[config.mk]
export PLATFORM = sky130hd
export DESIGN_NAME = sdram_cmd_initiator
export DESIGN_NICKNAME = d
export VERILOG_FILES = /design/src/rtl/sdram_cmd_initiator.sv
export SDC_FILE = /design/constraint.sdc
export NUM_CORES = 1
export LEC_CHECK = 0
export ABC_AREA = 1
export BUFFER_PORTS_ARGS = -buffer_cell sky130_fd_sc_hd__buf_2
export CORE_UTILIZATION = 45
export DETAILED_ROUTE_END_ITERATION = 6
export GPL_TIMING_DRIVEN = 0
export PLACE_DENSITY = 0.68
export SYNTH_ARGS = -nofsm -noshare
export SYNTH_HDL_FRONTEND = slang
export SYNTH_SLANG_ARGS = --single-unit
[constraint.sdc]
create_clock -name in_CLK -period 2.2 [get_ports in_CLK]
set_input_delay 0.22 -clock in_CLK [delete_from_list [all_inputs] [get_ports in_CLK]]
set_output_delay 0.22 -clock in_CLK [all_outputs]
set_load 0.03 [all_outputs]
[src/rtl/sdram_cmd_initiator.sv]
// Single-request SDRAM command initiator: ACT -> (TRCD) -> RD/WR CAS -> wait, with NOP-counter mirror.
// Define SDRAM_ROW_HIT_EN to skip ACT/TRCD when the requested row is already open.
module sdram_cmd_initiator #(
   parameter int unsigned DATA    = 32,
   parameter int unsigned ROW_W   = 14,
   parameter int unsigned COL_W   = 9,
   parameter int unsigned TRCD    = 1,
   parameter int unsigned CAS_LAT = 1
) (
   input  logic                     in_CLK,
   input  logic                     in_RST_N,
   input  logic                     in_req,
   input  logic                     in_req_write,
   input  logic [ROW_W+COL_W+1:0]   in_req_addr,
   input  logic [DATA-1:0]          in_req_wdata,
   output logic                     out_req_ready,
   output logic                     out_rd_valid,
   output logic [DATA-1:0]          out_rd_data,
   output logic                     out_CS,
   output logic                     out_RAS,
   output logic                     out_CAS,
   output logic                     out_write_en,
   output logic [1:0]               out_bank_select,
   output logic [ROW_W-1:0]         out_sdram_addr,
   output logic [DATA-1:0]          out_sdram_write_data,
   input  logic [DATA-1:0]          in_sdram_read_data
);
   localparam int unsigned AW = ROW_W + COL_W + 2;

   localparam logic [3:0] CMD_DESEL = 4'b1111;
   localparam logic [3:0] CMD_NOP   = 4'b0111;
   localparam logic [3:0] CMD_ACT   = 4'b0011;
   localparam logic [3:0] CMD_RD    = 4'b0101;
   localparam logic [3:0] CMD_WR    = 4'b0100;

   typedef enum logic [2:0] {
      S_IDLE,
      S_ACT,
      S_TRCD_WAIT,
      S_CAS,
      S_WR_WAIT,
      S_RD_WAIT
   } state_t;

   state_t            r_state;
   logic [3:0]        r_cmd;
   logic [1:0]        r_bank;
   logic [ROW_W-1:0]  r_addr;
   logic [DATA-1:0]   r_wdata;
   logic              r_ready;
   logic              r_rd_valid;
   logic [DATA-1:0]   r_rd_data;
   logic [1:0]        r_mirror;
   logic [2:0]        r_cnt;
   logic              r_req_write;
   logic [1:0]        r_req_bank;
   logic [COL_W-1:0]  r_req_col;
   logic [DATA-1:0]   r_req_wdata;
`ifdef SDRAM_ROW_HIT_EN
   logic [ROW_W-1:0]  r_open_row;
   logic              r_row_valid;
`endif

   logic [1:0]        w_in_bank;
   logic [ROW_W-1:0]  w_in_row;
   logic [COL_W-1:0]  w_in_col;
   logic              w_row_hit;
   logic              w_go_cas;
   logic              w_sel_write;
   logic [1:0]        w_sel_bank;
   logic [COL_W-1:0]  w_sel_col;
   logic [DATA-1:0]   w_sel_wdata;
   logic [1:0]        w_mirror_nxt;

   assign w_in_bank = in_req_addr[AW-1 -: 2];
   assign w_in_row  = in_req_addr[COL_W +: ROW_W];
   assign w_in_col  = in_req_addr[COL_W-1:0];

`ifdef SDRAM_ROW_HIT_EN
   assign w_row_hit = r_row_valid && (w_in_row == r_open_row);
`else
   assign w_row_hit = 1'b0;
`endif

   // CAS operands come straight from the host on a row hit, otherwise from the latched request
   always_comb begin
      w_sel_write = r_req_write;
      w_sel_bank  = r_req_bank;
      w_sel_col   = r_req_col;
      w_sel_wdata = r_req_wdata;
      if (r_state == S_IDLE) begin
         w_sel_write = in_req_write;
         w_sel_bank  = w_in_bank;
         w_sel_col   = w_in_col;
         w_sel_wdata = in_req_wdata;
      end
   end

   always_comb begin
      w_go_cas = 1'b0;
      case (r_state)
         S_IDLE:      w_go_cas = in_req && w_row_hit;
         S_ACT:       w_go_cas = (TRCD == 0);
         S_TRCD_WAIT: w_go_cas = (r_cnt == '0);
         default:     w_go_cas = 1'b0;
      endcase
   end

   // Memory NOP counter as it will be after the command currently on the bus
   always_comb begin
      w_mirror_nxt = r_mirror;
      if (!r_cmd[3]) begin
         if (r_mirror == 2'd3)
            w_mirror_nxt = '0;
         else if (r_cmd == CMD_NOP)
            w_mirror_nxt = r_mirror + 2'd1;
      end
   end

   always_ff @(posedge in_CLK or negedge in_RST_N) begin
      if (!in_RST_N) begin
         r_state     <= S_IDLE;
         r_cmd       <= CMD_DESEL;
         r_bank      <= '0;
         r_addr      <= '0;
         r_wdata     <= '0;
         r_ready     <= 1'b1;
         r_rd_valid  <= 1'b0;
         r_rd_data   <= '0;
         r_mirror    <= '0;
         r_cnt       <= '0;
         r_req_write <= 1'b0;
         r_req_bank  <= '0;
         r_req_col   <= '0;
         r_req_wdata <= '0;
`ifdef SDRAM_ROW_HIT_EN
         r_open_row  <= '0;
         r_row_valid <= 1'b0;
`endif
      end else begin
         r_mirror   <= w_mirror_nxt;
         r_rd_valid <= 1'b0;
         case (r_state)
            S_IDLE: begin
               if (in_req) begin
                  r_req_write <= in_req_write;
                  r_req_bank  <= w_in_bank;
                  r_req_col   <= w_in_col;
                  r_req_wdata <= in_req_wdata;
                  r_ready     <= 1'b0;
                  if (!w_row_hit) begin
                     r_state <= S_ACT;
                     r_cmd   <= CMD_ACT;
                     r_bank  <= w_in_bank;
                     r_addr  <= w_in_row;
`ifdef SDRAM_ROW_HIT_EN
                     r_open_row  <= w_in_row;
                     r_row_valid <= 1'b1;
`endif
                  end
               end
            end
            S_ACT: begin
               if (TRCD != 0) begin
                  r_state <= S_TRCD_WAIT;
                  r_cmd   <= CMD_DESEL;
                  r_cnt   <= 3'(TRCD - 1);
               end
            end
            S_TRCD_WAIT: begin
               if (r_cnt != '0)
                  r_cnt <= r_cnt - 3'd1;
            end
            S_CAS: begin
               if (r_req_write) begin
                  r_state <= S_WR_WAIT;
                  r_cmd   <= CMD_NOP;
               end else begin
                  r_state <= S_RD_WAIT;
                  r_cmd   <= CMD_DESEL;
                  r_cnt   <= 3'(CAS_LAT - 1);
               end
            end
            S_WR_WAIT: begin
               // the NOP issued while the counter reads 2 is the one that commits the write
               if (r_mirror == 2'd2) begin
                  r_state <= S_IDLE;
                  r_cmd   <= CMD_DESEL;
                  r_ready <= 1'b1;
               end
            end
            S_RD_WAIT: begin
               if (r_cnt == '0) begin
                  r_state    <= S_IDLE;
                  r_rd_data  <= in_sdram_read_data;
                  r_rd_valid <= 1'b1;
                  r_ready    <= 1'b1;
               end else begin
                  r_cnt <= r_cnt - 3'd1;
               end
            end
            default: begin
               r_state <= S_IDLE;
               r_cmd   <= CMD_DESEL;
               r_ready <= 1'b1;
            end
         endcase
         // later assignments win: ACT, TRCD expiry and row hits all converge here
         if (w_go_cas) begin
            r_state <= S_CAS;
            r_cmd   <= w_sel_write ? CMD_WR : CMD_RD;
            r_bank  <= w_sel_bank;
            r_addr  <= {{(ROW_W-COL_W){1'b0}}, w_sel_col};
            if (w_sel_write)
               r_wdata <= w_sel_wdata;
         end
      end
   end

   assign {out_CS, out_RAS, out_CAS, out_write_en} = r_cmd;
   assign out_bank_select      = r_bank;
   assign out_sdram_addr       = r_addr;
   assign out_sdram_write_data = r_wdata;
   assign out_req_ready        = r_ready;
   assign out_rd_valid         = r_rd_valid;
   assign out_rd_data          = r_rd_data;
endmodule

* Yosys cells after proc, flatten, opt, wreduce, memory -nomap -nowiden *
Cells that the tools add are included.
Widths: inputs -> output; s select.

word-level totals
  output and inout port bits = 86
  logic and storage cells = 90
  memories kept = 0
  flip-flop bits (word level) = 138
  memory bits (read-only) = 0
  bits of input ports = 93
  bits in writable memories = 0
  latch bits = 0

operators by class
  multiplexer cells = 35
  $lt $le $gt $ge = 0
  bitwise operators = 2
  shifts and indexed selects = 0
  div/mod/pow operators = 0
  equality and inequality tests = 19
  multipliers = 0
  add/sub/neg operators = 2
  reductions and logical operators = 18

operators with widths
  operator            count
  $mux 14             3
  $mux 32             1
  $mux 3              7
  $pmux 3 s6          1
  $mux 4              4
  $pmux 4 s4          1
  $ne 2x2->1 const B  7
  $mux 2              6
  $pmux 3 s4          1
  $reduce_and 4->1    3
  $reduce_and 2->1    5
  $mux 1              9
  $mux 9              1
  $ne 3x3->1 const B  3
  $eq 3x2->1 const B  2
  $eq 3x3->1 const B  2
  $logic_not 3->1     2
  $reduce_bool 2->1   3
  $eq 2x2->1 const B  2
  $eq 4x3->1 const B  1
  $pmux 1 s4          1
  $reduce_bool 4->1   1
  $eq 3x1->1 const B  1
  $reduce_and 3->1    1
  7 further kinds     8

* Logic depth before layout (Yosys ltp) *
  depth after elaboration = 4
  mapped depth = 10
  mapped depth without buffers = 9

* Least setup slack after synthesis *
OpenSTA, ideal clock, no wires.

  path kind = register to register
  start point = register r_cnt[0]
  end point = register r_wdata[10] (netlist: out_sdram_write_data[10])
  library setup time = 0.117 ns
  cell stages (with the launch flop) = 10
  data required time = 2.083 ns
  arrival = 1.528 ns
  path buffers = 1
  setup slack = 0.556 ns
  cell sequence = dfrtp_1 inv_1 ha_1 ha_1 inv_1 nor2_4 o21ai_2 buf_2 nand2_1 nand2_1

between the ends
  word-level cells in the longest chain between the ends = 3

RTL lines
  element                     line  source
  start: declaration          54    logic [2:0] r_cnt;
  start signal: assignment    167   r_cnt <= 3'(TRCD - 1);
  start signal: assignment    172   r_cnt <= r_cnt - 3'd1;
  start signal: assignment    181   r_cnt <= 3'(CAS_LAT - 1);
  $logic_not 3->1             104   S_TRCD_WAIT: w_go_cas = (r_cnt == '0);
  $mux 1                      101   case (r_state)
  $reduce_and 2->1 (no line)  n/a
  end signal: assignment      215   r_wdata <= w_sel_wdata;
  end: declaration            49    logic [DATA-1:0] r_wdata;

Every way passes these cells.
A chain may end at the register's enable or synchronous reset.

* Final worst setup path *
  start point = register r_cnt[0]
  end point = register r_wdata[21] (netlist: out_sdram_write_data[21])

Same word-level chain as after synthesis.

==> qor.yml <==
die:
  die_area_mm2: 0.0138
  die_height_um: 117
  coreArea_mm2: 0.0128
  ioPinCount: 179
  rows: 41
  die_x_um: 117
  start_util: 0.467
logic_synthesis:
  ys_seq_area_frac: 0.577
  synth_seq_cells: 138
  yosysWarningCount: 0
  syn_avg_cell_area_um2: 8.14
  synthesis.nets: 833
  post_synth_num_cell_types: 26
  syn_area_mm2: 0.00599
  syn_inst: 736
timing:
  period_minus_slack_ns: 1.98
  maxSlewViolCount: 0
  setup_viol: 0
  rsz0062_at_grt: "false"
  hold_violations: 0
  tightest_slew_ns: 0.453
  clock_skew_ns: 0.00674
  fin_ws_ns: 0.222
  hold_ws_ns: 0.0138
  min_period_over_period: 0.899
  relSlewSlack: 0.698
  clock.fmax_mhz: 506
run:
  maxCapViolCount: 0
placement:
  dpl.hpwl_um: 10300
  port-buffer-count: 178
  dp_slack_ns: 0.221
  place_congestion: 0.798
  place_area_mm2: 0.00713
routing:
  vias_per_cell: 4.65
  first_pass_iters: 5
  drtIter0Drc: 340
  vias: 5392
  routedWlPerCell_um: 13.1
  drc: 0
  wl_um: 15200
  postRouteAntennaNets: 0
power_and_ir_drop:
  p_leak_nw: 4.58
  power.switching_mw: 5.70
  p_int_mw: 7.40
  comb_power_share: 0.448
  p_sw_frac: 0.435
  finalPower_mw: 13.1
  pwr-share-clk: 0.217
  p_per_area_mw_per_mm2: 1610
  peakVddDrop_mv: 0.890
  pwr-share-seq: 0.336
worst_setup_path:
  path_class: "reg -> reg"
  slowest_stage: "dfrtp_1"
  worst-endpoint-required_ns: 2.51
  cp-start-kind: "register"
  crit_chain: "inv_1 > ha_1 > ha_1 > inv_1 > nor2_4 > o21ai_2 > buf_2 > nand2_1 > nand2_1"
  crit_path_end_kind: "register"
  slowest_delay_ns: 0.39
  crit_arrival_ns: 2.29
  cp_max_fo: 10
final_layout:
  regArea_mm2: 0.00346
  design_area_mm2: 0.00813
  drive_above_1_share: 0.259
  postLayoutCoreUtil: 0.634
  fillers: 1141
  area_delta_synth_final_pct: 35.6
  layout.nets: 1071
  multi_input_area_mm2: 0.00213
  antenna_cells: 0
clocking:
  cts_tree: "done"
  clkLatencyLatePin_ns: 0.42
  post_cts_buffers: 0
  htree_num_levels: 4
  max-clock-path-buffers: 2
  cts_root_buf: "clkbuf_16"
  numCtsBuffers: 17
  clkTransAtPathRegs_ns: 0.06
  clock-sinks: 138
global_routing:
  grt-ovfl-total: 0
  grt_first_pass_wirelength_um: 25600
  grt_pass1_vias: 5198
  grt_usage: 0.235
  antenna_found_initial: 0
  grt_max_degree: 93
hold_path:
  hold_path.class: "in -> reg"
outcome:
  status: "finished clean"
[per-stage QoR]
stage / instances / TNS (ns)
after floorplan: 736 / 0
after global routing: 1159 / 0
final: 1159 / 0
after detailed placement: 1087 / 0
after global placement: 1086 / -140.77
after CTS: 1159 / 0
[cells in the final DEF (no fill, tap or decap), types with 3 or more instances in the layout]
| cell | count |
|---|---|
| a21oi_1 | 3 |
| nand3_1 | 13 |
| clkbuf_16 | 17 |
| buf_4 | 6 |
| dfrtp_1 | 133 |
| dfstp_2 | 5 |
| nor2_4 | 3 |
| o21ai_0 | 48 |
| ha_1 | 4 |
| nor2_1 | 10 |
| o21ai_1 | 30 |
| clkbuf_8 | 5 |
| inv_1 | 53 |
| clkbuf_1 | 8 |
| clkinv_2 | 4 |
| buf_2 | 197 |
| dlygate4sd3_1 | 40 |
| nand2_1 | 388 |
[power groups by stage]
stage | sequential [mW] | combinational (mW) | clock, mW
2_1_floorplan | 5.84 | 2.66 | 0
3_3_place_gp | 4.39 | 5.75 | 0
3_5_place_dp | 4.39 | 5.84 | 0
4_1_cts | 4.39 | 5.91 | 2.89
5_1_grt | 4.53 | 6.56 | 3.01
6_report | 4.39 | 5.86 | 2.84
[sequential cells by signal, indices dropped and copies added, names as in the netlist, 2 cells and up]
signal / cells
r_mirror: 2
r_req_bank: 2
out_rd_data: 32
r_req_wdata: 32
r_req_col: 9
out_bank_select: 2
r_cmd: 4
out_sdram_write_data: 32
r_state: 3
out_sdram_addr: 14
r_cnt: 3
[what timing repair did]
| action | CTS | global route |
|---|---|---|
| resized for setup | 0 | 0 |
| hold buffers | 40 | 0 |
| endpoints found under the hold margin | 81 | 0 |
[cell usage after synthesis]
| cell | count | share of area |
|---|---|---|
| inv_2 | 2 | 0.0013 |
| clkbuf_2 | 2 | 0.0017 |
| nand2_1 | 388 | 0.24 |
| a21oi_1 | 3 | 0.0025 |
| buf_6 | 1 | 0.0019 |
| inv_1 | 53 | 0.033 |
| nand3_2 | 1 | 0.0017 |
| nand3_1 | 13 | 0.011 |
| o21ai_2 | 1 | 0.0015 |
| inv_4 | 1 | 0.0010 |
| buf_2 | 20 | 0.017 |
| dfstp_2 | 5 | 0.022 |
| nor2_2 | 1 | 0.0010 |
| a21oi_2 | 1 | 0.0015 |
| dfrtp_1 | 133 | 0.56 |
| o21ai_0 | 48 | 0.040 |
| nand2_4 | 1 | 0.0019 |
| nand4_4 | 1 | 0.0035 |
| clkbuf_1 | 5 | 0.0031 |
| o21ai_1 | 30 | 0.025 |
| nor2_1 | 10 | 0.0063 |
| buf_4 | 6 | 0.0075 |
| ha_1 | 4 | 0.0084 |
| nor2_4 | 3 | 0.0056 |
| nand2_2 | 2 | 0.0021 |
| a21o_1 | 1 | 0.0013 |
[metal layers]
metal / up-vias / track usage / wire length (um)
met5: - / 0 / 0
met4: 0 / 0.109 / 389
met3: 29 / 0.0550 / 807
met2: 149 / 0.365 / 7250
met1: 2480 / 0.312 / 6740
li1: 2734 / - / -
[critical path: cells and delay by family, from the launching register on]
kind                       cells  cell delay (ns)
adders and majority gates      2             0.48
and+or+nand+nor                3             0.38
AOI/OAI and AO/OA              1             0.17
buffers and inverters          3             0.43
DFF                            1             0.39
[area by class of cell]
type,instances,share of cell area
inverters,56,0.0262
plain buffers,34,0.0228
well taps,172,0.0265
repair buffers,219,0.163
clock inverters,7,0.0108
flip-flops and latches,138,0.426
clock buffers,25,0.0622
multi-input cells,508,0.263
[final timing paths]
path	cells after the start	end	slack [ns]	from
max reg2reg	9	out_sdram_write_data[21]	0.22	r_cnt[0]
min reg2reg	2	out_sdram_addr[12]	0.47	out_sdram_addr[12]
min	3	r_req_col[2]	0.01	in_req_addr[2]
max in group asynchronous	3	out_rd_data[16]	1.12	in_RST_N
max	9	out_sdram_write_data[21]	0.22	r_cnt[0]
min in group asynchronous	2	r_req_wdata[7]	0.29	in_RST_N
[cells by family (layout without fill, tap and decap cells)]
kind of cell / after synthesis / after routing / synth area share
compound gates: 84 / 84 / 0.0718
fa+ha+maj: 4 / 4 / 0.00835
buf+inv: 90 / 341 / 0.0664
flops: 138 / 138 / 0.577
simple gates: 420 / 420 / 0.276
Note: power is estimated with default switching activity, not from simulation.
